## config.mk

```make
export PLATFORM = sky130hd
export DESIGN_NAME = bayer_wb_gain_flat
export DESIGN_NICKNAME = d
export VERILOG_FILES = /design/src/rtl/wb_gain_pkg.sv /design/src/rtl/axi4_stream_if.sv /design/src/rtl/bayer_phase_tracker.sv /design/src/rtl/bayer_wb_gain.sv /design/src/flat_wrapper.sv
export SDC_FILE = /design/constraint.sdc
export NUM_CORES = 1
export LEC_CHECK = 0
export ABC_AREA = 1
export BUFFER_PORTS_ARGS = -buffer_cell sky130_fd_sc_hd__buf_4
export CORE_UTILIZATION = 40
export CTS_CLUSTER_SIZE = 25
export DETAILED_ROUTE_END_ITERATION = 16
export GPL_TIMING_DRIVEN = 0
export HOLD_SLACK_MARGIN = 0.06
export PLACE_DENSITY = 0.6
export SYNTH_ARGS = -nofsm -noshare
export SYNTH_HDL_FRONTEND = slang
export SYNTH_SLANG_ARGS = --single-unit
```

## constraint.sdc

```tcl
create_clock -name clk_i -period 7.45 [get_ports clk_i]
set_input_delay 0.745 -clock clk_i [delete_from_list [all_inputs] [get_ports clk_i]]
set_output_delay 0.745 -clock clk_i [all_outputs]
set_load 0.1 [all_outputs]
```

## src/rtl/wb_gain_pkg.sv

```systemverilog
// -----------------------------------------------------------------------------
// wb_gain_pkg
// Shared types and helpers for the Bayer white-balance gain stage.
//   bayer_ch_t   : colour channel of a Bayer site (R, Gr, Gb, B)
//   BAYER_*      : encodings of the channel found at (row 0, col 0)
//   AXIS_*_W     : default tid/tdest widths of the video stream interface
//   phase_to_ch  : maps a pattern plus a (row, col) phase to a channel
// -----------------------------------------------------------------------------
package wb_gain_pkg;

   // Encoded so that {row, col} of an RGGB mosaic is the enum value itself.
   typedef enum logic [1:0] {
      CH_R  = 2'd0,
      CH_GR = 2'd1,
      CH_GB = 2'd2,
      CH_B  = 2'd3
   } bayer_ch_t;

   localparam int BAYER_RGGB = 0;
   localparam int BAYER_GRBG = 1;
   localparam int BAYER_GBRG = 2;
   localparam int BAYER_BGGR = 3;

   localparam int AXIS_ID_W   = 4;
   localparam int AXIS_DEST_W = 4;

   // Every other pattern is RGGB shifted by one column (bit 0) and/or one
   // row (bit 1), so flipping the phase bits re-uses the RGGB mapping.
   function automatic bayer_ch_t phase_to_ch(input int pattern, input logic row, input logic col);
      logic [1:0] idx;
      idx = {row ^ pattern[1], col ^ pattern[0]};
      return bayer_ch_t'(idx);
   endfunction

endpackage

```

## src/rtl/axi4_stream_if.sv

```systemverilog
// -----------------------------------------------------------------------------
// axi4_stream_if
// Minimal AXI4-Stream bundle used for the video ports.
//   tvalid/tready : handshake
//   tdata         : TDATA_WIDTH bits, tstrb/tkeep one bit per byte
//   tlast/tuser   : end of line / start of frame
//   tid/tdest     : routing sideband, carried through unchanged
// Modports: master drives everything except tready, slave drives tready.
// -----------------------------------------------------------------------------
interface axi4_stream_if #(
   parameter int TDATA_WIDTH = 16,
   parameter int TID_WIDTH   = wb_gain_pkg::AXIS_ID_W,
   parameter int TDEST_WIDTH = wb_gain_pkg::AXIS_DEST_W
);
   localparam int TSTRB_WIDTH = TDATA_WIDTH / 8;

   logic                   tvalid;
   logic                   tready;
   logic [TDATA_WIDTH-1:0] tdata;
   logic [TSTRB_WIDTH-1:0] tstrb;
   logic [TSTRB_WIDTH-1:0] tkeep;
   logic                   tlast;
   logic                   tuser;
   logic [TID_WIDTH-1:0]   tid;
   logic [TDEST_WIDTH-1:0] tdest;

   modport master (
      output tvalid, tdata, tstrb, tkeep, tlast, tuser, tid, tdest,
      input  tready
   );

   modport slave (
      input  tvalid, tdata, tstrb, tkeep, tlast, tuser, tid, tdest,
      output tready
   );

endinterface

```

## src/rtl/bayer_phase_tracker.sv

```systemverilog
// -----------------------------------------------------------------------------
// bayer_phase_tracker
// Follows the row/column parity of the incoming Bayer stream and reports the
// colour channel of the beat currently presented on the input.
//   i_clk, i_rst       : clock, synchronous active-high reset
//   i_valid, i_ready   : input handshake; the phase moves on accepted beats
//   i_tuser, i_tlast   : start of frame / end of line of the current beat
//   o_ch               : channel of the current beat (combinational)
// -----------------------------------------------------------------------------
module bayer_phase_tracker
   import wb_gain_pkg::*;
#(
   parameter int BAYER_PATTERN = BAYER_RGGB
) (
   input  logic      i_clk,
   input  logic      i_rst,
   input  logic      i_valid,
   input  logic      i_ready,
   input  logic      i_tuser,
   input  logic      i_tlast,
   output bayer_ch_t o_ch
);

   logic r_row;
   logic r_col;
   logic w_row;
   logic w_col;
   logic w_accept;

   // A start-of-frame beat is always site (0,0), whatever phase a truncated
   // previous frame left behind, so it overrides the stored phase.
   always_comb begin
      w_row = r_row;
      w_col = r_col;
      if (i_tuser) begin
         w_row = 1'b0;
         w_col = 1'b0;
      end
   end

   assign w_accept = i_valid && i_ready;
   assign o_ch     = phase_to_ch(BAYER_PATTERN, w_row, w_col);

   // Advance from the phase of the beat just accepted: end of line wraps to
   // column 0 of the other row parity, anything else steps one column.
   always_ff @(posedge i_clk) begin
      if (i_rst) begin
         r_row <= 1'b0;
         r_col <= 1'b0;
      end else if (w_accept) begin
         if (i_tlast) begin
            r_row <= ~w_row;
            r_col <= 1'b0;
         end else begin
            r_row <= w_row;
            r_col <= ~w_col;
         end
      end
   end

endmodule

```

## src/rtl/bayer_wb_gain.sv

```systemverilog
// -----------------------------------------------------------------------------
// bayer_wb_gain
// Per-channel white-balance gain for raw Bayer video, two-stage pipeline.
//   clk_i, rst_i          : clock, synchronous active-high reset
//   bypass_i              : 1 = pixels pass unmodified (same latency)
//   cfg_stb_i             : strobe, captures gain_*_i into the pending set
//   gain_r/gr/gb/b_i      : unsigned fixed-point gains, GAIN_FRAC fraction bits
//   sat_cnt_o             : clamped pixels counted over the last full frame
//   video_i               : AXI4-Stream slave, pixel in tdata[PX_WIDTH-1:0],
//                           tuser = start of frame, tlast = end of line
//   video_o               : AXI4-Stream master, same format, upper bits zero
// -----------------------------------------------------------------------------
module bayer_wb_gain
   import wb_gain_pkg::*;
#(
   parameter int PX_WIDTH      = 10,
   parameter int FRAME_RES_X   = 1920,
   parameter int FRAME_RES_Y   = 1080,
   parameter int GAIN_WIDTH    = 12,
   parameter int GAIN_FRAC     = 8,
   parameter int BAYER_PATTERN = BAYER_RGGB
) (
   input  logic                  clk_i,
   input  logic                  rst_i,
   input  logic                  bypass_i,
   input  logic                  cfg_stb_i,
   input  logic [GAIN_WIDTH-1:0] gain_r_i,
   input  logic [GAIN_WIDTH-1:0] gain_gr_i,
   input  logic [GAIN_WIDTH-1:0] gain_gb_i,
   input  logic [GAIN_WIDTH-1:0] gain_b_i,
   output logic [$clog2(FRAME_RES_X*FRAME_RES_Y+1)-1:0] sat_cnt_o,
   axi4_stream_if.slave          video_i,
   axi4_stream_if.master         video_o
);

   localparam int TDATA_W = ((PX_WIDTH + 7) / 8) * 8;
   localparam int TKEEP_W = TDATA_W / 8;
   localparam int PROD_W  = PX_WIDTH + GAIN_WIDTH;
   localparam int SAT_W   = $clog2(FRAME_RES_X*FRAME_RES_Y+1);

   localparam logic [GAIN_WIDTH-1:0] GAIN_ONE  = GAIN_WIDTH'(1 << GAIN_FRAC);
   localparam logic [PROD_W-1:0]     ROUND_ADD = PROD_W'((1 << GAIN_FRAC) >> 1);
   localparam logic [PROD_W-1:0]     PX_MAX    = {{GAIN_WIDTH{1'b0}}, {PX_WIDTH{1'b1}}};
   localparam logic [SAT_W-1:0]      SAT_MAX   = {SAT_W{1'b1}};
   localparam logic [SAT_W-1:0]      SAT_ONE   = SAT_W'(1);

   logic w_en;
   logic w_accept;
   logic w_sofAccept;
   bayer_ch_t w_ch;

   logic [GAIN_WIDTH-1:0] r_pendR, r_pendGr, r_pendGb, r_pendB;
   logic [GAIN_WIDTH-1:0] r_actR, r_actGr, r_actGb, r_actB;
   logic [GAIN_WIDTH-1:0] w_gainSel;

   logic                   r_s1Valid;
   logic [PX_WIDTH-1:0]    r_s1Px;
   logic [GAIN_WIDTH-1:0]  r_s1Gain;
   logic                   r_s1Bypass;
   logic [TKEEP_W-1:0]     r_s1Strb, r_s1Keep;
   logic                   r_s1Last, r_s1User;
   logic [AXIS_ID_W-1:0]   r_s1Id;
   logic [AXIS_DEST_W-1:0] r_s1Dest;

   logic [PROD_W-1:0]      w_prod, w_sum, w_rounded;
   logic [PX_WIDTH-1:0]    w_outPx;
   logic                   w_sat;
   logic [TDATA_W-1:0]     w_outData;

   logic                   r_s2Valid;
   logic [TDATA_W-1:0]     r_s2Data;
   logic [TKEEP_W-1:0]     r_s2Strb, r_s2Keep;
   logic                   r_s2Last, r_s2User;
   logic [AXIS_ID_W-1:0]   r_s2Id;
   logic [AXIS_DEST_W-1:0] r_s2Dest;

   logic [SAT_W-1:0]       r_satCount;
   logic [SAT_W-1:0]       r_satReport;
   logic                   w_unusedTdata;

   // The whole pipeline stalls together whenever the output holds a beat
   // the downstream has not taken yet.
   assign w_en          = !r_s2Valid || video_o.tready;
   assign video_i.tready = w_en;
   assign w_accept      = video_i.tvalid && w_en;
   assign w_sofAccept   = w_accept && video_i.tuser;

   generate
      if (TDATA_W > PX_WIDTH) begin : g_padBits
         assign w_unusedTdata = ^video_i.tdata[TDATA_W-1:PX_WIDTH];
      end else begin : g_noPadBits
         assign w_unusedTdata = 1'b0;
      end
   endgenerate

   bayer_phase_tracker #(
      .BAYER_PATTERN (BAYER_PATTERN)
   ) u_phase (
      .i_clk   (clk_i),
      .i_rst   (rst_i),
      .i_valid (video_i.tvalid),
      .i_ready (w_en),
      .i_tuser (video_i.tuser),
      .i_tlast (video_i.tlast),
      .o_ch    (w_ch)
   );

   // Gains are double-buffered: a strobe only touches the pending set, and
   // the start-of-frame beat copies pending into active. A strobe landing on
   // that same beat therefore only reaches the frame after.
   always_ff @(posedge clk_i) begin
      if (rst_i) begin
         r_pendR  <= GAIN_ONE;
         r_pendGr <= GAIN_ONE;
         r_pendGb <= GAIN_ONE;
         r_pendB  <= GAIN_ONE;
         r_actR   <= GAIN_ONE;
         r_actGr  <= GAIN_ONE;
         r_actGb  <= GAIN_ONE;
         r_actB   <= GAIN_ONE;
      end else begin
         if (cfg_stb_i) begin
            r_pendR  <= gain_r_i;
            r_pendGr <= gain_gr_i;
            r_pendGb <= gain_gb_i;
            r_pendB  <= gain_b_i;
         end
         if (w_sofAccept) begin
            r_actR  <= r_pendR;
            r_actGr <= r_pendGr;
            r_actGb <= r_pendGb;
            r_actB  <= r_pendB;
         end
      end
   end

   // The start-of-frame beat must already see the gains it is promoting, so
   // it reads straight from the pending set instead of the active one.
   always_comb begin
      w_gainSel = r_actR;
      case (w_ch)
         CH_R:    w_gainSel = w_sofAccept ? r_pendR  : r_actR;
         CH_GR:   w_gainSel = w_sofAccept ? r_pendGr : r_actGr;
         CH_GB:   w_gainSel = w_sofAccept ? r_pendGb : r_actGb;
         CH_B:    w_gainSel = w_sofAccept ? r_pendB  : r_actB;
         default: w_gainSel = r_actR;
      endcase
   end

   // Stage 1 captures the pixel with its gain, bypass flag and sideband;
   // bubbles are loaded too so they keep their slot in the pipeline.
   always_ff @(posedge clk_i) begin
      if (rst_i) begin
         r_s1Valid  <= 1'b0;
         r_s1Px     <= '0;
         r_s1Gain   <= '0;
         r_s1Bypass <= 1'b0;
         r_s1Strb   <= '0;
         r_s1Keep   <= '0;
         r_s1Last   <= 1'b0;
         r_s1User   <= 1'b0;
         r_s1Id     <= '0;
         r_s1Dest   <= '0;
      end else if (w_en) begin
         r_s1Valid  <= video_i.tvalid;
         r_s1Px     <= video_i.tdata[PX_WIDTH-1:0];
         r_s1Gain   <= w_gainSel;
         r_s1Bypass <= bypass_i;
         r_s1Strb   <= video_i.tstrb;
         r_s1Keep   <= video_i.tkeep;
         r_s1Last   <= video_i.tlast;
         r_s1User   <= video_i.tuser;
         r_s1Id     <= video_i.tid;
         r_s1Dest   <= video_i.tdest;
      end
   end

   // Multiply, round half up, then clamp to full scale. The product plus
   // the rounding constant cannot exceed PROD_W bits, so no carry is lost.
   always_comb begin
      w_prod    = PROD_W'(r_s1Px) * PROD_W'(r_s1Gain);
      w_sum     = w_prod + ROUND_ADD;
      w_rounded = w_sum >> GAIN_FRAC;
      w_sat     = 1'b0;
      w_outPx   = w_rounded[PX_WIDTH-1:0];
      if (r_s1Bypass) begin
         w_outPx = r_s1Px;
      end else if (w_rounded > PX_MAX) begin
         w_outPx = {PX_WIDTH{1'b1}};
         w_sat   = 1'b1;
      end
      w_outData                 = '0;
      w_outData[PX_WIDTH-1:0]   = w_outPx;
   end

   // Stage 2 is the output register; it only moves when downstream can
   // accept, which keeps every field frozen during a stall.
   always_ff @(posedge clk_i) begin
      if (rst_i) begin
         r_s2Valid <= 1'b0;
         r_s2Data  <= '0;
         r_s2Strb  <= '0;
         r_s2Keep  <= '0;
         r_s2Last  <= 1'b0;
         r_s2User  <= 1'b0;
         r_s2Id    <= '0;
         r_s2Dest  <= '0;
      end else if (w_en) begin
         r_s2Valid <= r_s1Valid;
         r_s2Data  <= w_outData;
         r_s2Strb  <= r_s1Strb;
         r_s2Keep  <= r_s1Keep;
         r_s2Last  <= r_s1Last;
         r_s2User  <= r_s1User;
         r_s2Id    <= r_s1Id;
         r_s2Dest  <= r_s1Dest;
      end
   end

   // Count clamped pixels as they enter the output register. A new frame
   // publishes the finished count and restarts it with its own first pixel.
   always_ff @(posedge clk_i) begin
      if (rst_i) begin
         r_satCount  <= '0;
         r_satReport <= '0;
      end else if (w_en && r_s1Valid) begin
         if (r_s1User) begin
            r_satReport <= r_satCount;
            r_satCount  <= w_sat ? SAT_ONE : '0;
         end else if (w_sat && (r_satCount != SAT_MAX)) begin
            r_satCount  <= r_satCount + SAT_ONE;
         end
      end
   end

   assign sat_cnt_o      = r_satReport;
   assign video_o.tvalid = r_s2Valid;
   assign video_o.tdata  = r_s2Data;
   assign video_o.tstrb  = r_s2Strb;
   assign video_o.tkeep  = r_s2Keep;
   assign video_o.tlast  = r_s2Last;
   assign video_o.tuser  = r_s2User;
   assign video_o.tid    = r_s2Id;
   assign video_o.tdest  = r_s2Dest;

endmodule

```

## src/flat_wrapper.sv

```systemverilog
// flat-port wrapper written by rule: the top's interface ports become plain ports
module bayer_wb_gain_flat import wb_gain_pkg::*;
#(
   parameter int PX_WIDTH      = 10,
   parameter int FRAME_RES_X   = 1920,
   parameter int FRAME_RES_Y   = 1080,
   parameter int GAIN_WIDTH    = 12,
   parameter int GAIN_FRAC     = 8,
   parameter int BAYER_PATTERN = BAYER_RGGB
)
  (clk_i, rst_i, bypass_i, cfg_stb_i, gain_r_i, gain_gr_i, gain_gb_i, gain_b_i, sat_cnt_o, video_i_tvalid, video_i_tdata, video_i_tstrb, video_i_tkeep, video_i_tlast, video_i_tuser, video_i_tid, video_i_tdest, video_i_tready, video_o_tvalid, video_o_tdata, video_o_tstrb, video_o_tkeep, video_o_tlast, video_o_tuser, video_o_tid, video_o_tdest, video_o_tready);
  axi4_stream_if #(.TDATA_WIDTH(16)) video_i_i ();
  axi4_stream_if #(.TDATA_WIDTH(16)) video_o_i ();
  input  logic clk_i;
  input  logic rst_i;
  input  logic bypass_i;
  input  logic cfg_stb_i;
  input  logic [GAIN_WIDTH-1:0] gain_r_i;
  input  logic [GAIN_WIDTH-1:0] gain_gr_i;
  input  logic [GAIN_WIDTH-1:0] gain_gb_i;
  input  logic [GAIN_WIDTH-1:0] gain_b_i;
  output logic [$clog2(FRAME_RES_X*FRAME_RES_Y+1)-1:0] sat_cnt_o;
  input wire logic [$bits(video_i_i.tvalid)-1:0] video_i_tvalid;
  input wire logic [$bits(video_i_i.tdata)-1:0] video_i_tdata;
  input wire logic [$bits(video_i_i.tstrb)-1:0] video_i_tstrb;
  input wire logic [$bits(video_i_i.tkeep)-1:0] video_i_tkeep;
  input wire logic [$bits(video_i_i.tlast)-1:0] video_i_tlast;
  input wire logic [$bits(video_i_i.tuser)-1:0] video_i_tuser;
  input wire logic [$bits(video_i_i.tid)-1:0] video_i_tid;
  input wire logic [$bits(video_i_i.tdest)-1:0] video_i_tdest;
  output wire logic [$bits(video_i_i.tready)-1:0] video_i_tready;
  output wire logic [$bits(video_o_i.tvalid)-1:0] video_o_tvalid;
  output wire logic [$bits(video_o_i.tdata)-1:0] video_o_tdata;
  output wire logic [$bits(video_o_i.tstrb)-1:0] video_o_tstrb;
  output wire logic [$bits(video_o_i.tkeep)-1:0] video_o_tkeep;
  output wire logic [$bits(video_o_i.tlast)-1:0] video_o_tlast;
  output wire logic [$bits(video_o_i.tuser)-1:0] video_o_tuser;
  output wire logic [$bits(video_o_i.tid)-1:0] video_o_tid;
  output wire logic [$bits(video_o_i.tdest)-1:0] video_o_tdest;
  input wire logic [$bits(video_o_i.tready)-1:0] video_o_tready;
  assign video_i_i.tvalid = video_i_tvalid;
  assign video_i_i.tdata = video_i_tdata;
  assign video_i_i.tstrb = video_i_tstrb;
  assign video_i_i.tkeep = video_i_tkeep;
  assign video_i_i.tlast = video_i_tlast;
  assign video_i_i.tuser = video_i_tuser;
  assign video_i_i.tid = video_i_tid;
  assign video_i_i.tdest = video_i_tdest;
  assign video_i_tready = video_i_i.tready;
  assign video_o_tvalid = video_o_i.tvalid;
  assign video_o_tdata = video_o_i.tdata;
  assign video_o_tstrb = video_o_i.tstrb;
  assign video_o_tkeep = video_o_i.tkeep;
  assign video_o_tlast = video_o_i.tlast;
  assign video_o_tuser = video_o_i.tuser;
  assign video_o_tid = video_o_i.tid;
  assign video_o_tdest = video_o_i.tdest;
  assign video_o_i.tready = video_o_tready;
  bayer_wb_gain #(.PX_WIDTH(PX_WIDTH), .FRAME_RES_X(FRAME_RES_X), .FRAME_RES_Y(FRAME_RES_Y), .GAIN_WIDTH(GAIN_WIDTH), .GAIN_FRAC(GAIN_FRAC), .BAYER_PATTERN(BAYER_PATTERN)) u_core (.clk_i(clk_i), .rst_i(rst_i), .bypass_i(bypass_i), .cfg_stb_i(cfg_stb_i), .gain_r_i(gain_r_i), .gain_gr_i(gain_gr_i), .gain_gb_i(gain_gb_i), .gain_b_i(gain_b_i), .sat_cnt_o(sat_cnt_o), .video_i(video_i_i), .video_o(video_o_i));
endmodule
```

* After elaboration in Yosys (flattened, before gate mapping)
Cells that the tools add are included.
** Word-level totals
- Register bits after elaboration :: 203
- Input port bits :: 84
- Output and inout bits :: 53
- Word-level logic and storage cells :: 66
** Operators by class
- Add/sub/neg operators :: 2
- Multiply operators :: 1
- $lt $le $gt $ge :: 1
- Equality and inequality tests :: 4
- Mux-type cells :: 16
- Bitwise gates (word level) :: 2
- Reductions and logical operators :: 10
** Operator list (number)
- $mux 12 :: 4
- $pmux 12 s4 :: 1
- $mux 21 :: 2
- $add 22x8->22 const B :: 1
- $mul 10x12->22 :: 1
- $add 21x1->21 const B :: 1
- $ne 21x21->1 const B :: 1
- $mux 10 :: 2
- $gt 14x10->1 const B :: 1
- $mux 1 :: 7
- $eq 2x2->1 const B :: 2
- $logic_and 1x1->1 :: 4
- $reduce_and 2->1 :: 2
- $eq 2x1->1 const B :: 1
- $logic_not 2->1 :: 1
- $not 1->1 :: 2
- $reduce_bool 2->1 :: 1
- $logic_not 1->1 :: 1
- $logic_or 1x1->1 :: 1

* Logic depth before layout (Yosys ltp)
Gate-level depths: netlist (run 1).
- Depth after elaboration :: 8
- Gate-level depth with buffers :: 31
- Depth with buffers taken out :: 29

* By module
From an unflattened synthesis (run 1), not the netlist that was laid out.
** Unflattened totals
- Cell total of the unflattened synthesis :: 1627
- Area total of the unflattened synthesis :: 12271.8 µm²
** Modules (own cells, without submodules)
- bayer_wb_gain :: instances 1, cells each 1607, area an instance 12135.4 µm², sequential area each 4023.9 µm²
- bayer_phase_tracker :: instances 1, cells each 20, area an instance 136.4 µm², sequential area each 40.0 µm²

* Least setup slack after synthesis (run 1)
Ideal clock, no wire load.
- Kind :: register to register
- From :: register u_core.r_s1Px[9]
- To :: register u_core.r_satCount[3]
- Library setup time :: 113 ps
- Arrival time :: 5085 ps
- Data required time :: 7337 ps
- Setup slack :: 2252 ps
- Stages on the path, launching flop included :: 26
- Path buffers :: 2
- Period minus slack after synthesis :: 5198 ps
- Path through :: dfxtp_1 -> clkbuf_1 -> nand2_1 -> fa_1 -> fa_1 -> inv_1 -> fa_1 -> fa_1 -> inv_1 -> fa_1 -> inv_1 -> ha_1 -> nand2_1 -> nor2_1 -> nand2_1 -> nor2_1 -> nand2_1 -> nand4_1 -> nand2_1 -> nor2_2 -> nand3_4 -> nand3_4 -> nand2_4 -> buf_6 -> nor2_1 -> nor2_1
** Between the ends
- Cells in the longest elaborated chain, start to end :: 8
** Ends and longest elaborated chain
- from (decl) :: line bayer_wb_gain.sv:57 : logic [PX_WIDTH-1:0] r_s1Px;
- from (signal assigned) :: line bayer_wb_gain.sv:166 : r_s1Px <= video_i.tdata[PX_WIDTH-1:0];
- $mul 10x12->22 :: line bayer_wb_gain.sv:181 : w_prod = PROD_W'(r_s1Px) * PROD_W'(r_s1Gain);
- $add 22x8->22 :: line bayer_wb_gain.sv:182 : w_sum = w_prod + ROUND_ADD;
- $gt 14x10->1 :: line bayer_wb_gain.sv:188 : end else if (w_rounded > PX_MAX) begin
- $mux 1 :: line bayer_wb_gain.sv:188
- $mux 1 :: line bayer_wb_gain.sv:186 : if (r_s1Bypass) begin
- $logic_and 1x1->1 :: line bayer_wb_gain.sv:230 : end else if (w_sat && (r_satCount != SAT_MAX)) begin
- $reduce_bool 2->1 (no source line)
- $reduce_and 2->1 (no source line)
- to (signal assigned) :: line bayer_wb_gain.sv:229 : r_satCount <= w_sat ? SAT_ONE : '0;
- to (signal assigned) :: line bayer_wb_gain.sv:231 : r_satCount <= r_satCount + SAT_ONE;
- to (decl) :: line bayer_wb_gain.sv:77 : logic [SAT_W-1:0] r_satCount;
No other way between the ends.
A chain may end at the register's enable or synchronous reset.

* Worst setup path in the final report (run 1)
- From :: register u_core.r_s1Px[3]
- To :: register u_core.r_satCount[13]
The elaborated chain is that of the path after synthesis.

==> flow_metrics.env, run 1 <==
export IMPL_cts_sinks=203
export IMPL_multiInputGateArea_sq_um=7070
export IMPL_areaGrowthSynthToFinish_pct=18.2
export IMPL_drv_cap=0
export IMPL_grt_start_max_net_pins=15
export IMPL_finalPower_w=0.00312
export IMPL_drtIter0Drc=545
export IMPL_max_slew_margin_pct=43.8
export IMPL_dr_pass1_iters=5
export IMPL_maxSlewViolCount=0
export IMPL_path_max_fanout=10
export IMPL_detail_route_antenna_nets=0
export IMPL_final_common_cell="nand2_1"
export IMPL_fmax_ghz=0.164
export IMPL_syn_avg_cell_area_sq_um=7.48
export IMPL_cp_data_arrival_time_ps=6490
export IMPL_cts_tree="yes"
export IMPL_place_congestion=0.939
export IMPL_rsz0062_at_grt="no"
export IMPL_clk_pin_slew_ps=60
export IMPL_crit_type="register to register"
export IMPL_synth_top_area_share_pct=33.0
export IMPL_ios=137
export IMPL_required_ps=7850
export IMPL_grt_busiest_layer="met2"
export IMPL_cts_buffers=22
export IMPL_synth_seq_cells=203
export IMPL_grt_met1_usage_pct=28.0
export IMPL_synthDistinctLibCells=43
export IMPL_antenna_found_initial=0
export IMPL_finalHoldViolations=0
export IMPL_r2r_cells=25
export IMPL_die_h_microns=178
export IMPL_grt_use_met3_pct=2.04
export IMPL_die_w_microns=178
export IMPL_dp_hpwl_microns=26000
export IMPL_fillCellCount=3093
export IMPL_period_share_pct=81.7
export IMPL_peakVddDrop_uv=173
export IMPL_status="complete, no violations"
export IMPL_setup_viol=0
export IMPL_worst_pin_slew_ps=844
export IMPL_clk_path_buf_depth=3
export IMPL_initial_core_util_pct=41.2
export IMPL_yosysSeqAreaShare_pct=33.0
export IMPL_ys_warn_count=0
export IMPL_cts_setup_buffers=0
export IMPL_cts_hold_buf=0
export IMPL_core_area_sq_um=30000
export IMPL_via_per_inst=4.91
export IMPL_power_leakage_nw=7.58
export IMPL_fin_crit_ps=6090
export IMPL_final_cell_mix="nand2_1, nor2_1, dfxtp_1, inv_1, buf_4"
export IMPL_remaining_drc_errors=0
export IMPL_rr_endpoint="u_core.r_satCount[13]$_SDFFE_PP0P_"
export IMPL_r2r_setup_slack_ps=1360
export IMPL_wire_per_inst_microns=15.1
export IMPL_h_tree_depth=1
export IMPL_clockRootBuffer="clkbuf_16"
export IMPL_synth_edff_count=0
export IMPL_hold_class="primary input to register"
export IMPL_worstSetupEndpoint="u_core.r_satCount[13]$_SDFFE_PP0P_"
export IMPL_clk_latency_ps=520
export IMPL_cp_end_kind="register"
export IMPL_rows=63
export IMPL_synth_flop_cell="dfxtp_1"
export IMPL_dieArea_sq_um=31500
export IMPL_post_cts_resized=0
export IMPL_async_flop_share_pct=0
export IMPL_fin_tns_setup_ps=0
export IMPL_antenna_cells=0
export IMPL_power_density_nw_per_um2=214
export IMPL_critPathLaunchType="register"
export IMPL_clock_skew_ps=18.2
export IMPL_critPathLaunch="u_core.r_s1Px[3]$_SDFFE_PP0N_"
export IMPL_numPortBuffers=122
export IMPL_routed_wl_microns=33300
export IMPL_drive_above_1_share_pct=11.1
export IMPL_met2_usage_pct=38.1
export IMPL_reg2reg_from="u_core.r_s1Px[3]$_SDFFE_PP0N_"
export IMPL_grt_usage_pct=21.5
export IMPL_synth_area_sq_um=12300
export IMPL_vias=10800
export IMPL_grt_pass1_wl_microns=54200
export IMPL_grt_pass1_vias=10700
export IMPL_synth_area_leaders="dfxtp_1, fa_1, nand2_1"
export IMPL_ff_latch_area_sq_um=4060
export IMPL_nets=2024
export IMPL_syn_inst=1649
export IMPL_yosys_area_top_type="dfxtp_1"
export IMPL_gr_total_overflow=0
## registers in the layout, summed over array words and instances, names as in the netlist, 12 cells and up
name               cells
u_core.r_satCount     21
u_core.sat_cnt_o      21
u_core.r_actB         12
u_core.r_actGb        12
u_core.r_actGr        12
u_core.r_actR         12
u_core.r_pendB        12
u_core.r_pendGb       12
u_core.r_pendGr       12
u_core.r_pendR        12
u_core.r_s1Gain       12
## cell usage after synthesis (7+ instances only)
| library cell | n |
|---|---|
| nand3b_1 | 7 |
| fa_1 | 79 |
| ha_1 | 61 |
| nand2_1 | 312 |
| mux2i_1 | 44 |
| a31oi_1 | 8 |
| nand3_1 | 53 |
| clkbuf_1 | 81 |
| a21oi_1 | 89 |
| xor2_1 | 7 |
| o22ai_1 | 14 |
| o21ai_0 | 125 |
| inv_1 | 202 |
| buf_4 | 10 |
| dfxtp_1 | 203 |
| nor2_1 | 286 |
## worst max-delay path: stages (launching register included)
cell and delay (ps):
dfxtp_1 590, clkbuf_1 480, nand2_1 160, fa_1 570, inv_1 50, fa_1 520, fa_1 450, fa_1 540
inv_1 50, fa_1 530, inv_1 40, ha_1 370, nand2_1 160, nor2_1 190, nand2_1 70, nor2_1 80
nand2_1 70, nand4_1 90, nand2_1 70, nor2_2 150, nand3_4 150, nand3_4 160, buf_4 210, nand3_1 90
nand2_1 70, nor2_1 50
## final cells by class
class / instances / area share (%)
Timing Repair Buffer: 122 / 6.29
Clock inverter: 11 / 1.31
Buffer: 100 / 2.99
Inverter: 207 / 5.35
Multi-Input combinational cell: 1144 / 48.5
Sequential cell: 203 / 27.9
Clock buffer: 29 / 4.30
Tap cell: 390 / 3.35
## worst min path at each step
stage | from | endpoint | cells after the start
floorplan | u_core.r_pendR[8]$_SDFFE_PP1P_ | u_core.r_pendR[8]$_SDFFE_PP1P_ | 2
global placement | u_core.r_actB[8]$_SDFF_PP1_ | u_core.r_actB[8]$_SDFF_PP1_ | 2
detailed placement | u_core.sat_cnt_o[9]$_SDFFE_PP0P_ | u_core.sat_cnt_o[9]$_SDFFE_PP0P_ | 2
CTS | gain_gr_i[8] | u_core.r_pendGr[8]$_SDFFE_PP1P_ | 3
global route | gain_gb_i[7] | u_core.r_pendGb[7]$_SDFFE_PP0P_ | 3
finish | gain_gb_i[7] | u_core.r_pendGb[7]$_SDFFE_PP0P_ | 3
## routing by layer
metal	share of wire, %	vias up
met5	0	-
met4	2.0	0
met3	3.4	39
met2	49	201
met1	45	5131
li1	-	5467
## power by group
group / internal (W) / total, W / switching [W]
sequential: 0.00115 / 0.00120 / 0.0000489
clock: 0.000740 / 0.00120 / 0.000460
combinational: 0.000224 / 0.000712 / 0.000488
## kinds of logic (layout without fill, tap and decap cells)
family / count (synthesis) / in the layout / share of synthesized area [%]
mux: 44 / 44 / 3.57
xor+xnor: 11 / 11 / 0.781
other cells: 1 / 6 / 0.0304
compound gates: 246 / 246 / 10.4
buf+inv: 307 / 469 / 9.85
flops: 203 / 203 / 33.0
fa+ha+maj: 140 / 140 / 19.0
simple gates: 697 / 697 / 23.4
## stage by stage
step	utilization (%)	worst slack, ps	hold slack (ps)	cell area [sq um]	instances
after floorplan	-	2250	428	12300	1654
after detailed placement	45.9	1420	455	13800	2166
after CTS	48.6	1370	421	14600	2206
final	48.6	1360	442	14600	2206
after global routing	48.6	907	428	14600	2206
after global placement	45.9	1460	450	13800	2166
Power figures use the tool's default switching activity.
==> run 2: changes to the inputs <==
==> constraint.sdc (replaced) <==
create_clock -name clk_i -period 6.3 [get_ports clk_i]
set_input_delay 0.63 -clock clk_i [delete_from_list [all_inputs] [get_ports clk_i]]
set_output_delay 0.63 -clock clk_i [all_outputs]
set_load 0.1 [all_outputs]
==> run 2 against run 1 <==
Sequential power up 18%. Fmax rose by 4.7%. Flip-flop and latch count is the same. Utilization hardly changed. Die area is the same. Via count about the same. Register-to-register slack got worse by 870 ps. Clock power rose by 18%. Non-clock buffer count stayed put. Largest cell class unchanged.
==> flow_metrics.env, run 2 (synthesized netlist as in run 1, its figures left out) <==
export IMPL_grt_met1_usage_pct=28.0
export IMPL_critPathLaunchType="register"
export IMPL_path_max_fanout=10
export IMPL_dr_pass1_iters=5
export IMPL_ios=137
export IMPL_power_leakage_nw=7.61
export IMPL_clockRootBuffer="clkbuf_16"
export IMPL_placed_cells=2166
export IMPL_crit_type="register to register"
export IMPL_power_density_nw_per_um2=253
export IMPL_core_area_sq_um=30000
export IMPL_areaGrowthSynthToFinish_pct=18.3
export IMPL_grt_pass1_wl_microns=54200
export IMPL_fmax_ghz=0.172
export IMPL_hold_class="primary input to register"
export IMPL_grt_start_max_net_pins=15
export IMPL_clk_path_buf_depth=3
export IMPL_fin_crit_ps=5810
export IMPL_detail_route_antenna_nets=0
export IMPL_dieArea_sq_um=31500
export IMPL_final_cell_mix="nand2_1, nor2_1, inv_1, dfxtp_1, buf_4"
export IMPL_fillCellCount=3090
export IMPL_via_per_inst=4.91
export IMPL_numPortBuffers=122
export IMPL_preCtsSetupSlack_ps=269
export IMPL_worst_pin_slew_ps=849
export IMPL_die_h_microns=178
export IMPL_status="complete, no violations"
export IMPL_nets=2024
export IMPL_place_congestion=0.939
export IMPL_period_share_pct=92.3
export IMPL_rsz0062_at_grt="no"
export IMPL_h_tree_depth=1
export IMPL_cts_setup_buffers=0
export IMPL_maxSlewViolCount=0
export IMPL_antenna_found_initial=0
export IMPL_gr_total_overflow=0
export IMPL_met2_usage_pct=38.1
export IMPL_r2r_cells=27
export IMPL_cts_sinks=203
export IMPL_dp_hpwl_microns=26000
export IMPL_die_w_microns=178
export IMPL_cts_buffers=22
export IMPL_routed_wl_microns=33300
export IMPL_clock_skew_ps=16.5
export IMPL_wire_per_inst_microns=15.1
export IMPL_grt_usage_pct=21.5
export IMPL_cp_end_kind="register"
export IMPL_drive_above_1_share_pct=11.7
export IMPL_setup_viol=0
export IMPL_rows=63
export IMPL_drtIter0Drc=527
export IMPL_grt_busiest_layer="met2"
export IMPL_initial_core_util_pct=41.2
export IMPL_required_ps=6700
export IMPL_grt_pass1_vias=10700
export IMPL_clk_latency_ps=520
export IMPL_vias=10800
export IMPL_final_common_cell="nand2_1"
export IMPL_stdcell_count=2206
export IMPL_hold_depth=3
export IMPL_fin_ws_ps=486
export IMPL_remaining_drc_errors=0
export IMPL_finalHoldViolations=0
export IMPL_antenna_cells=0
export IMPL_drv_cap=0
export IMPL_fin_tns_setup_ps=0
export IMPL_peakVddDrop_uv=205
export IMPL_grt_use_met3_pct=2.04
export IMPL_cts_tree="yes"
export IMPL_cp_data_arrival_time_ps=6220
export IMPL_clk_pin_slew_ps=60
export IMPL_max_slew_margin_pct=43.4
export IMPL_finalPower_w=0.00368
## run 2: worst max-delay path, cell delays in order (launching register included)
cell and delay (ps):
dfxtp_1 520, clkbuf_2 290, nand2_1 110, fa_1 550, fa_1 560, inv_1 60, fa_1 520, fa_1 550
inv_1 60, fa_1 530, inv_1 40, ha_1 350, nand2_1 120, nor2_1 170, nand2_1 70, nor2_1 90
nand2_1 70, nand3_1 80, nand2_1 50, nand2_1 70, nor2_2 50, nand3_4 130, nand3_4 160, nand2_4 140
inv_4 50, buf_6 140, nor2_1 100, nor2_1 60
## run 2: per-layer routing
layer  vias to the layer above  part of all wire, %
met1                      5123                   45
met3                        41                  3.4
met4                         0                  2.0
met2                       198                   49
met5                         -                    0
li1                       5467                    -
## run 2: worst paths after layout
check / start / to / slack, ps
max: u_core.r_s1Px[9]$_SDFFE_PP0N_ / u_core.r_satCount[17]$_SDFFE_PP0P_ / 490
min: gain_gr_i[8] / u_core.r_pendGr[8]$_SDFFE_PP1P_ / 330
max reg2reg: u_core.r_s1Px[9]$_SDFFE_PP0N_ / u_core.r_satCount[17]$_SDFFE_PP0P_ / 490
min reg2reg: u_core.sat_cnt_o[9]$_SDFFE_PP0P_ / u_core.sat_cnt_o[9]$_SDFFE_PP0P_ / 460
## run 2: cell type report
class | instances | area, sq um | area share [%]
multi-input combinational | 1144 | 7070 | 48.5
clock buffer | 29 | 627 | 4.30
buffer | 100 | 447 | 3.06
tap | 390 | 488 | 3.35
sequential | 203 | 4070 | 27.9
clock inverter | 11 | 190 | 1.30
inverter | 207 | 779 | 5.35
timing repair buffer | 122 | 916 | 6.28
## run 2: power by group
| part | switching, W | internal (W) | leakage, nW |
|---|---|---|---|
| Sequential | 0.0000579 | 0.00136 | 1.67 |
| Clock | 0.000543 | 0.000875 | 0.404 |
| Combinational | 0.000577 | 0.000266 | 5.54 |
## run 2: what timing repair did
| item | in CTS | in global routing |
|---|---|---|
| endpoints found under the setup margin | 0 | 21 |
| hold buffers | 0 | 0 |
| resized for setup | 0 | 19 |
## run 2: stage by stage
step	util, %	hold slack (ps)	area (sq um)
global route	48.7	313	14600
floorplan	-	428	12300
global placement	45.9	450	13800
CTS	48.6	306	14600
detailed placement	45.9	455	13800
finish	48.7	328	14600
==> run 3: changes to the inputs <==
--- a/config.mk
+++ b/config.mk
@@ -5,7 +5,7 @@
 export SDC_FILE = /design/constraint.sdc
 export NUM_CORES = 1
 export LEC_CHECK = 0
-export ABC_AREA = 1
+export ABC_AREA = 0
 export BUFFER_PORTS_ARGS = -buffer_cell sky130_fd_sc_hd__buf_4
 export CORE_UTILIZATION = 40
 export CTS_CLUSTER_SIZE = 25
@@ -15,4 +15,5 @@
 export PLACE_DENSITY = 0.6
 export SYNTH_ARGS = -nofsm -noshare
 export SYNTH_HDL_FRONTEND = slang
+export SYNTH_HIERARCHICAL = 1
 export SYNTH_SLANG_ARGS = --single-unit
==> run 3 against run 2 <==
Fmax down 4.3%. Sequential share of layout area rose by 0.59 points. Synthesized area decreased by 1.8%. Non-clock buffer count shrank 12. Total power fell by 10%. Via count decreased by 9.6%. Routed wire length shrank 1.5%. Global-route usage is 0.18 points lower. Setup slack got worse by 260 ps. Die area decreased by 1.8%. Final area is 1.7% lower.
==> flow_metrics.env, run 3 <==
export IMPL_grt_pass1_wl_microns=52200
export IMPL_wire_per_inst_microns=17.3
export IMPL_clk_latency_ps=510
export IMPL_dr_pass1_iters=5
export IMPL_drv_cap=0
export IMPL_synth_flop_cell="dfxtp_1"
export IMPL_die_w_microns=176
export IMPL_drive_above_1_share_pct=16.0
export IMPL_syn_inst=1354
export IMPL_fmax_ghz=0.165
export IMPL_cts_setup_buffers=0
export IMPL_cp_end_kind="register"
export IMPL_antenna_found_initial=0
export IMPL_synth_compound_area_share_pct=10.7
export IMPL_finalHoldViolations=0
export IMPL_place_congestion=0.880
export IMPL_yosys_area_top_type="dfxtp_1"
export IMPL_grt_usage_pct=21.4
export IMPL_status="complete, no violations"
export IMPL_hold_path_startpoint="rst_i"
export IMPL_synth_area_sq_um=12100
export IMPL_h_tree_depth=1
export IMPL_grt_pass1_vias=9704
export IMPL_peakVddDrop_uv=182
export IMPL_synth_seq_cells=203
export IMPL_fin_tns_setup_ps=0
export IMPL_dp_hpwl_microns=24900
export IMPL_hold_depth=2
export IMPL_max_slew_margin_pct=45.9
export IMPL_dpl_cell_area_sq_um=13500
export IMPL_areaGrowthSynthToFinish_pct=18.5
export IMPL_power_leakage_nw=6.51
export IMPL_synth_top_area_share_pct=33.6
export IMPL_drtIter0Drc=594
export IMPL_path_max_fanout=10
export IMPL_synth_area_mux_share_pct=9.61
export IMPL_rsz0062_at_grt="no"
export IMPL_nets=1717
export IMPL_detail_route_antenna_nets=0
export IMPL_crit_type="register to register"
export IMPL_routed_wl_microns=32800
export IMPL_cts_sinks=203
export IMPL_required_ps=6700
export IMPL_synthMostInstantiatedCell="nand2_1"
export IMPL_worst_pin_slew_ps=812
export IMPL_syn_avg_cell_area_sq_um=8.94
export IMPL_rr_endpoint="u_core/r_satCount[4]$_SDFFE_PP0P_"
export IMPL_final_common_cell="nand2_1"
export IMPL_cts_tree="yes"
export IMPL_fin_area_sq_um=14300
export IMPL_gr_total_overflow=0
export IMPL_clk_path_buf_depth=3
export IMPL_period_share_pct=96.4
export IMPL_hold_class="primary input to register"
export IMPL_r2r_setup_slack_ps=220
export IMPL_vias=9788
export IMPL_core_area_sq_um=29700
export IMPL_fin_crit_ps=6080
export IMPL_power_density_nw_per_um2=231
export IMPL_dieArea_sq_um=31000
export IMPL_numPortBuffers=123
export IMPL_synth_edff_count=0
export IMPL_r2r_cells=21
export IMPL_ios=137
export IMPL_clk_pin_slew_ps=60
export IMPL_fillCellCount=2874
export IMPL_ys_warn_count=6
export IMPL_ys_top_cells_by_count="nand2_1, dfxtp_1, nor2_1"
export IMPL_setup_viol=0
export IMPL_reg2reg_from="u_core/r_s1Px[4]$_SDFFE_PP0N_"
export IMPL_holdPathEnd="u_core/u_phase/r_row$_SDFFE_PP0P_"
export IMPL_via_per_inst=5.16
export IMPL_critPathLaunchType="register"
export IMPL_grt_start_max_net_pins=15
export IMPL_maxSlewViolCount=0
export IMPL_synth_fa_ha_area_share_pct=19.4
export IMPL_initial_core_util_pct=40.7
export IMPL_cp_data_arrival_time_ps=6480
export IMPL_synth_top_family_by_area="adder cells"
export IMPL_async_flop_share_pct=0
export IMPL_synthDistinctLibCells=76
export IMPL_remaining_drc_errors=0
export IMPL_synth_area_leaders="dfxtp_1, fa_1, mux2i_1"
export IMPL_rows=63
export IMPL_clockRootBuffer="clkbuf_16"
export IMPL_clock_skew_ps=14.8
export IMPL_synth_xor_area_share_pct=0.941
export IMPL_antenna_cells=0
export IMPL_die_h_microns=176
export IMPL_yosysSeqAreaShare_pct=33.6
export IMPL_cts_buffers=22
export IMPL_synthSimpleGateAreaFrac_pct=19.0
export IMPL_final_cell_mix="nand2_1, dfxtp_1, buf_4, nor2_1, mux2i_1"
run 3: cell types whose count changed in the layout (fill, tap and decap cells not counted), sizes merged, moves of 29 or more:
cell / delta
nor2: -165
inv: -114
o21ai: -98
nand2: -97
and2: +69
mux2i: +52
nand3: -37
clkbuf: -29
run 3: cells by family after synthesis:
group / after synthesis
AOI/OAI and AO/OA: 202
and+or+nand+nor: 496
xor gates and xnor gates: 13
adders and majority gates: 140
buffers and inverters: 193
DFF: 203
muxes: 106
other: 1
run 3: layout make-up:
type / instances / area (sq um) / area share, %
Multi-Input combinational cell: 963 / 7270 / 50.7
Sequential cell: 203 / 4080 / 28.5
Timing Repair Buffer: 123 / 923 / 6.44
Clock buffer: 28 / 624 / 4.35
Tap cell: 390 / 488 / 3.40
Buffer: 87 / 472 / 3.29
Inverter: 93 / 349 / 2.43
Clock inverter: 10 / 128 / 0.890
run 3: worst max-delay path by stage:
stage	depth (start not counted)	start	endpoint
after global placement	22	u_core/r_s1Px[3]$_SDFFE_PP0N_	u_core/r_satCount[4]$_SDFFE_PP0P_
after global routing	21	u_core/r_s1Px[9]$_SDFFE_PP0N_	u_core/r_satCount[17]$_SDFFE_PP0P_
final	21	u_core/r_s1Px[4]$_SDFFE_PP0N_	u_core/r_satCount[4]$_SDFFE_PP0P_
after CTS	20	u_core/r_s1Gain[8]$_SDFFE_PP0N_	u_core/video_o.tdata[7]$_SDFFE_PP0N_
after floorplan	22	u_core/r_s1Px[3]$_SDFFE_PP0N_	u_core/r_satCount[4]$_SDFFE_PP0P_
after detailed placement	22	u_core/r_s1Px[3]$_SDFFE_PP0N_	u_core/r_satCount[4]$_SDFFE_PP0P_
run 3: repair_timing:
action	CTS	global route
endpoints found under the hold margin	0	0
pin swaps	0	0
resized for setup	15	44
setup endpoints to repair	30	29
hold buffers	0	0
run 3: routing by layer:
metal	share of wire, %	wire length, microns	track usage (%)
met5	0	0	0
met4	2.1	678	4.86
met3	5.2	1700	2.97
met2	47	15400	36.1
met1	46	15100	28.8
run 3: critical path, cell delays in order (launching register included):
cell,delay (ps)
dfxtp_1,460
buf_4,260
and2_1,160
fa_1,420
fa_1,470
fa_1,510
fa_1,540
inv_1,60
fa_1,540
inv_1,40
ha_1,280
buf_2,190
a21oi_2,190
o21a_1,160
nor2_1,60
nand4bb_1,210
o311a_1,390
a41o_2,360
o21a_1,200
buf_6,140
buf_6,140
o21a_1,180
run 3: metrics by stage:
| stage | hold slack, ps | std cells | utilization, % | setup slack, ps | power (W) |
|---|---|---|---|---|---|
| 3_3_place_gp | 434 | 1872 | 45.5 | -342 | 0.00199 |
| 3_5_place_dp | 444 | 1872 | 45.5 | -388 | 0.00199 |
| 6_report | 326 | 1897 | 48.3 | 225 | 0.00332 |
| 2_1_floorplan | 421 | 1359 | - | 571 | 0.00181 |
| 4_1_cts | 310 | 1903 | 48.1 | 7.95 | 0.00334 |
| 5_1_grt | 313 | 1897 | 48.3 | 0.923 | 0.00345 |
run 3: power breakdown:
part / switching [W] / leakage [nW] / internal [W] / total, W
registers: 0.0000504 / 1.67 / 0.00134 / 0.00139
clock network: 0.000526 / 0.373 / 0.000820 / 0.00135
logic: 0.000379 / 4.47 / 0.000197 / 0.000576
